[config.mk]
export PLATFORM = sky130hd
export DESIGN_NAME = ifetch_prefetch_buffer_flat
export DESIGN_NICKNAME = d
export VERILOG_FILES = /design/src/rtl/ifetch_prefetch_buffer_if.sv /design/src/rtl/ifetch_prefetch_buffer.sv /design/src/flat_wrapper.sv
export SDC_FILE = /design/constraint.sdc
export NUM_CORES = 1
export LEC_CHECK = 0
export CAP_MARGIN = 20
export CORE_ASPECT_RATIO = 1.2
export CORE_MARGIN = 2
export CORE_UTILIZATION = 25
export DETAILED_ROUTE_END_ITERATION = 12
export PLACE_DENSITY = 0.47
export SLEW_MARGIN = 20
export SYNTH_ARGS = -nofsm -noshare
export SYNTH_HDL_FRONTEND = slang
export SYNTH_SLANG_ARGS = --single-unit
[constraint.sdc]
create_clock -name clk -period 3.3 [get_ports clk]
set_clock_uncertainty 0.1 [all_clocks]
set_input_delay 0.66 -clock clk [delete_from_list [all_inputs] [get_ports clk]]
set_output_delay 0.66 -clock clk [all_outputs]
set_load 0.02 [all_outputs]
[src/rtl/ifetch_prefetch_buffer_if.sv]
// Fetch-side bundle: core redirect, instruction-memory request/response, and
// the instruction handoff to the IF/ID register.
interface ifetch_prefetch_buffer_if;
    logic        redirect_valid;
    logic [31:0] redirect_pc;
    logic        imem_req_valid;
    logic        imem_req_ready;
    logic [31:0] imem_req_addr;
    logic        imem_rsp_valid;
    logic [31:0] imem_rsp_data;
    logic        instr_valid;
    logic [31:0] instr_data;
    logic [31:0] instr_pc;
    logic        instr_ready;

    modport master (
        input  redirect_valid, redirect_pc, imem_req_ready, imem_rsp_valid,
               imem_rsp_data, instr_ready,
        output imem_req_valid, imem_req_addr, instr_valid, instr_data, instr_pc
    );

    modport slave (
        output redirect_valid, redirect_pc, imem_req_ready, imem_rsp_valid,
               imem_rsp_data, instr_ready,
        input  imem_req_valid, imem_req_addr, instr_valid, instr_data, instr_pc
    );
endinterface

[src/rtl/ifetch_prefetch_buffer.sv]
// Sequential instruction prefetcher: keeps up to DEPTH words queued or in flight,
// flushes on redirect and drops responses belonging to the abandoned stream.
module ifetch_prefetch_buffer #(
    parameter int          DEPTH    = 4,
    parameter logic [31:0] RESET_PC = 32'h0000_0000
) (
    input  logic                      clk,
    input  logic                      reset,
    ifetch_prefetch_buffer_if.master  bus
);
    localparam int AW = $clog2(DEPTH);
    localparam int CW = $clog2(DEPTH + 1);

    logic [31:0]   fetch_pc;
    logic [31:0]   fifo_pc    [DEPTH];
    logic [31:0]   fifo_instr [DEPTH];
    logic [31:0]   pcq        [DEPTH];
    logic [AW-1:0] rd_ptr, wr_ptr, pcq_rd, pcq_wr;
    logic [CW-1:0] count, inflight, discard;
    logic [CW:0]   occupancy;
    logic          redirect, req_fire, rsp_fire, push, pop;

    assign redirect  = bus.redirect_valid;
    assign occupancy = {1'b0, count} + {1'b0, inflight};

    // Counting in-flight requests against free slots guarantees every response lands.
    assign bus.imem_req_valid = reset && !redirect && (occupancy < (CW+1)'(DEPTH));
    assign bus.imem_req_addr  = fetch_pc;
    assign bus.instr_valid    = (count != '0);
    assign bus.instr_data     = fifo_instr[rd_ptr];
    assign bus.instr_pc       = fifo_pc[rd_ptr];

    assign req_fire = bus.imem_req_valid && bus.imem_req_ready;
    assign rsp_fire = bus.imem_rsp_valid;
    assign push     = rsp_fire && (discard == '0) && !redirect;
    assign pop      = bus.instr_valid && bus.instr_ready && !redirect;

    always_ff @(posedge clk or negedge reset) begin
        if (!reset) begin
            fetch_pc <= RESET_PC;
            count    <= '0;
            inflight <= '0;
            discard  <= '0;
            rd_ptr   <= '0;
            wr_ptr   <= '0;
            pcq_rd   <= '0;
            pcq_wr   <= '0;
        end else begin
            inflight <= inflight + CW'(req_fire) - CW'(rsp_fire);
            if (req_fire) begin
                fetch_pc <= fetch_pc + 32'd4;
                pcq_wr   <= pcq_wr + 1'b1;
            end
            if (rsp_fire)
                pcq_rd <= pcq_rd + 1'b1;

            if (redirect) begin
                // A response in this very cycle is stale too, so it is not counted.
                fetch_pc <= bus.redirect_pc & 32'hFFFF_FFFC;
                count    <= '0;
                rd_ptr   <= '0;
                wr_ptr   <= '0;
                discard  <= inflight - CW'(rsp_fire);
            end else begin
                if (rsp_fire && (discard != '0))
                    discard <= discard - CW'(1);
                if (push)
                    wr_ptr <= wr_ptr + 1'b1;
                if (pop)
                    rd_ptr <= rd_ptr + 1'b1;
                count <= count + CW'(push) - CW'(pop);
            end
        end
    end

    always_ff @(posedge clk) begin
        if (req_fire)
            pcq[pcq_wr] <= fetch_pc;
        if (push) begin
            fifo_pc[wr_ptr]    <= pcq[pcq_rd];
            fifo_instr[wr_ptr] <= bus.imem_rsp_data;
        end
    end

    a_rsp_needs_request: assert property (@(posedge clk) disable iff (!reset)
        bus.imem_rsp_valid |-> (inflight != '0));
    a_occupancy_bound: assert property (@(posedge clk) disable iff (!reset)
        occupancy <= (CW+1)'(DEPTH));
    a_discard_bound: assert property (@(posedge clk) disable iff (!reset)
        discard <= inflight);
endmodule

[src/flat_wrapper.sv]
// flat-port wrapper written by rule: the top's interface ports become plain ports
module ifetch_prefetch_buffer_flat 
#(
    parameter int          DEPTH    = 4,
    parameter logic [31:0] RESET_PC = 32'h0000_0000
)
  (clk, reset, bus_redirect_valid, bus_redirect_pc, bus_imem_req_ready, bus_imem_rsp_valid, bus_imem_rsp_data, bus_instr_ready, bus_imem_req_valid, bus_imem_req_addr, bus_instr_valid, bus_instr_data, bus_instr_pc);
  ifetch_prefetch_buffer_if bus_i ();
  input  logic clk;
  input  logic reset;
  input wire logic [$bits(bus_i.redirect_valid)-1:0] bus_redirect_valid;
  input wire logic [$bits(bus_i.redirect_pc)-1:0] bus_redirect_pc;
  input wire logic [$bits(bus_i.imem_req_ready)-1:0] bus_imem_req_ready;
  input wire logic [$bits(bus_i.imem_rsp_valid)-1:0] bus_imem_rsp_valid;
  input wire logic [$bits(bus_i.imem_rsp_data)-1:0] bus_imem_rsp_data;
  input wire logic [$bits(bus_i.instr_ready)-1:0] bus_instr_ready;
  output wire logic [$bits(bus_i.imem_req_valid)-1:0] bus_imem_req_valid;
  output wire logic [$bits(bus_i.imem_req_addr)-1:0] bus_imem_req_addr;
  output wire logic [$bits(bus_i.instr_valid)-1:0] bus_instr_valid;
  output wire logic [$bits(bus_i.instr_data)-1:0] bus_instr_data;
  output wire logic [$bits(bus_i.instr_pc)-1:0] bus_instr_pc;
  assign bus_i.redirect_valid = bus_redirect_valid;
  assign bus_i.redirect_pc = bus_redirect_pc;
  assign bus_i.imem_req_ready = bus_imem_req_ready;
  assign bus_i.imem_rsp_valid = bus_imem_rsp_valid;
  assign bus_i.imem_rsp_data = bus_imem_rsp_data;
  assign bus_i.instr_ready = bus_instr_ready;
  assign bus_imem_req_valid = bus_i.imem_req_valid;
  assign bus_imem_req_addr = bus_i.imem_req_addr;
  assign bus_instr_valid = bus_i.instr_valid;
  assign bus_instr_data = bus_i.instr_data;
  assign bus_instr_pc = bus_i.instr_pc;
  ifetch_prefetch_buffer #(.DEPTH(DEPTH), .RESET_PC(RESET_PC)) u_core (.clk(clk), .reset(reset), .bus(bus_i));
endmodule
==> impl_metrics.tcl <==
set metrics [dict create \
    largest_net_degree_at_the_start_of_global_routing 57 \
    route.vias.total 8400 \
    regToRegStartpoint "u_core.inflight[2]" \
    totalWireLength_um 40100 \
    initial_core_util 0.252 \
    slew_headroom 0.388 \
    use_met2 0.207 \
    timing.final.crit_period_ps 3210 \
    first_iter_violations 495 \
    clock-root-buffer "clkbuf_16" \
    tritoncts.num_buffers 45 \
    synth_area_per_cell_um2 20.1 \
    place.port_buffers 161 \
    worst-endpoint-required_ps 2540 \
    critical_path_peak_fanout 23 \
    fmax_mhz 311 \
    die_width_um 236 \
    grt.met1_usage 0.152 \
    synthesis.yosys.warnings 0 \
    post-route-drc-count 0 \
    clock_insertion_delay_worst_skew_ps 580 \
    netlist_area_mm2 0.0162 \
    wire_length_of_the_first_global_routing_pass_um 59500 \
    worst_slack_ps 85.9 \
    gp_congestion 0.748 \
    number_of_enable_flip_flop_cells_after_synthesis 368 \
    cp.arrival_ps 2450 \
    unrepaired_setup_endpoints_after_global_routing "yes" \
    cap_viol_max_count 0 \
    layout_cell_share_with_drive_strength_beyond_1 0.209 \
    routedWlPerCell_um 21.2 \
    netlist-cell-type-count 45 \
    timing_max_transition_violations_final 0 \
    fp-row-count 102 \
    post-route-period-util 0.974 \
    routed_via_density 4.44 \
    cts-htree-levels 2 \
    globalRoute.totalOverflow 0 \
    reg2reg_depth 7 \
    critical_path.startpoint "u_core.rd_ptr[0]" \
    detail-route-antenna-nets 0 \
    hold_slack_ps 157 \
    clk_path_buf_depth 3 \
    cts_num_sinks 415 \
    die-height_um 283 \
    place_hpwl_um 25900 \
    synth_seq_cells 415 \
    asyncSetResetFlopFracSynth 0.113 \
    finish.net_count 1115 \
    top_post_synthesis_cells_by_area "edfxtp_1, mux4_2, dfrtp_1" \
    nature_of_the_critical_path_endpoint "output port" \
    hold_buffers 0 \
    coreArea_mm2 0.0642 \
    die-area_mm2 0.0667 \
    antennaDiodeCount 0 \
    timing.final.setup_violations 0 \
    critical_path_sink "bus_instr_data[12]" \
    grt_antenna_before_repair 1 \
    worst_pin_slew_ps 914 \
    ys_dominant_reg_cell "edfxtp_1" \
    outcome "complete, no violations" \
    irDropWorstVdd_uv 283 \
    drt_pre_antenna_iters 5 \
    hold_path_class "input pin to asynchronous set/reset pin" \
    report.final.hold_viol_count 0 \
    syn2layout_area_growth_pct 27.8 \
    grt_util_all_layers 0.121 \
    criticalPathCategory "flip-flop to output port" \
    static-leakage-power_uw 0.00684 \
    share_of_synthesized_area_occupied_by_flip_flops_and_latches 0.757 \
    rr_endpoint "u_core.pcq[3][31]" \
    place_worst_setup_slack_ps 260 \
    cts_tree "done" \
    grt_busiest_layer "met2" \
    cp-start-kind "flip-flop" \
    synth_largest_type_area_fraction 0.684 \
    pwr_dens_mw_per_mm2 715 \
    grt_pass1_vias 9083 \
    clkTransAtPathRegs_ps 60 \
    synthesized_instance_count 806 \
    top_level_ports 168 \
    timing.reg2reg.setup_slack_ps 270 \
    groute.layer.met3.usage 0.0285 \
    largest_area_contributor_in_the_synthesized_netlist "edfxtp_1" \
]
==> metrics by stage <==
stage                     instance area (um^2)  total power (uW)  setup TNS, ps  cells   util
after detailed placement                 19300             10300              0   1808  0.300
final                                    20700             14800              0   1890  0.322
after CTS                                20600             15100              0   1890  0.321
after global placement                   19300             10300              0   1808  0.300
after global routing                     20700             15500          -9.99   1890  0.322
after floorplan                          16200              8700          -2260    809      -
==> layout by cell type (no fill, tap or decap), types with 5 or more instances in the layout <==
cell type,instances
nor3_1,7
nor2b_1,6
mux2i_1,6
buf_12,20
buf_4,25
a221o_1,11
nor4_1,7
ha_1,19
nand3_1,15
clkinv_2,11
xnor2_1,6
dlygate4sd2_1,5
xor2_1,7
o311ai_0,6
clkdlybuf4s50_1,141
inv_1,17
dlymetal6s2s_1,13
clkbuf_16,46
clkinv_1,5
o21ai_0,22
a21oi_1,6
edfxtp_1,368
clkbuf_1,11
mux4_2,92
dfrtp_1,44
nand4_1,12
nand2_1,39
nor2_1,25
==> flip-flops by register name, indices dropped and copies added, names as in the netlist <==
name / cells
u_core.wr_ptr: 2
u_core.fifo_instr: 128
u_core.fifo_pc: 120
u_core.count: 3
u_core.discard: 3
u_core.pcq: 120
u_core.pcq_rd: 2
u_core.pcq_wr: 2
u_core.bus.imem_req_addr: 30
u_core.inflight: 3
u_core.rd_ptr: 2
==> layer usage <==
layer,vias to the layer above,routed length [um],part of all wire
met5,-,0,0
met4,0,1060,0.026
met3,72,2120,0.053
met2,225,19600,0.49
met1,4389,17400,0.43
li1,3714,-,-
==> layout make-up <==
type                    instances  area [um^2]
clock buffers                  60         1230
flip-flops and latches        415        12200
well taps                     832         1040
inverters                      18         68.8
repair buffers                207         2240
multi-input cells             337         3710
clock inverters                21          126
fillers                      6221        43500
==> synthesized netlist by cell type, types with 3 or more instances <==
library cell and number:
xor2_1 7, nor2b_1 6, nand3b_1 3, o311ai_0 6
nor3_1 7, nand2_1 39, dfrtp_1 47, ha_1 19
xnor2_1 6, clkbuf_1 17, nand2b_1 3, buf_4 5
inv_1 17, a31oi_1 4, nand3_1 15, buf_1 14
mux2i_1 6, nor4_1 7, edfxtp_1 368, mux4_2 92
a21oi_1 6, nor2_1 25, and3_1 3, and2_1 10
or4_1 3, a32oi_1 4, a221o_1 11, o21ai_0 22
nand4_1 12
==> worst max-delay path, stage by stage, from the launching register on <==
cell and delay [ps]:
dfrtp_4 510, buf_12 250, mux4_2 550, clkdlybuf4s50_1 560
==> how the worst min path moves through the flow <==
stage	startpoint	endpoint	slack, ps	cells past startpoint
after floorplan	reset	u_core.bus.imem_req_addr[10]	260	0
after global placement	u_core.inflight[2]	u_core.inflight[2]	430	1
after detailed placement	u_core.inflight[2]	u_core.inflight[2]	430	1
after CTS	reset	u_core.bus.imem_req_addr[16]	160	2
after global routing	reset	u_core.bus.imem_req_addr[20]	190	2
final	reset	u_core.bus.imem_req_addr[19]	160	2
==> where the power goes <==
part / internal [uW] / total (uW) / switching, uW / leakage (uW)
registers: 6300 / 6610 / 308 / 0.00389
logic: 1680 / 3460 / 1780 / 0.00228
clock network: 2630 / 4700 / 2070 / 0.000668
total: 10600 / 14800 / 4160 / 0.00684
==> what timing repair did <==
action                     in CTS  in global routing
buffers inserted                1                  0
resized for setup               6                 13
setup endpoints to repair      38                 15
hold endpoints to repair        0                  0
gates cloned                    0                  0
==> logic make-up after synthesis <==
logic type                 count (synthesis)  synth area share
AOI/OAI and AO/OA                         60            0.0258
xor gates and xnor gates                  13           0.00705
adders and majority gates                 21            0.0172
buffers and inverters                     57            0.0155
DFF                                      415             0.757
muxes                                     98             0.132
other                                      1          0.000232
and+or+nand+nor                          141            0.0458
Note: power is estimated with default switching activity, not from simulation.
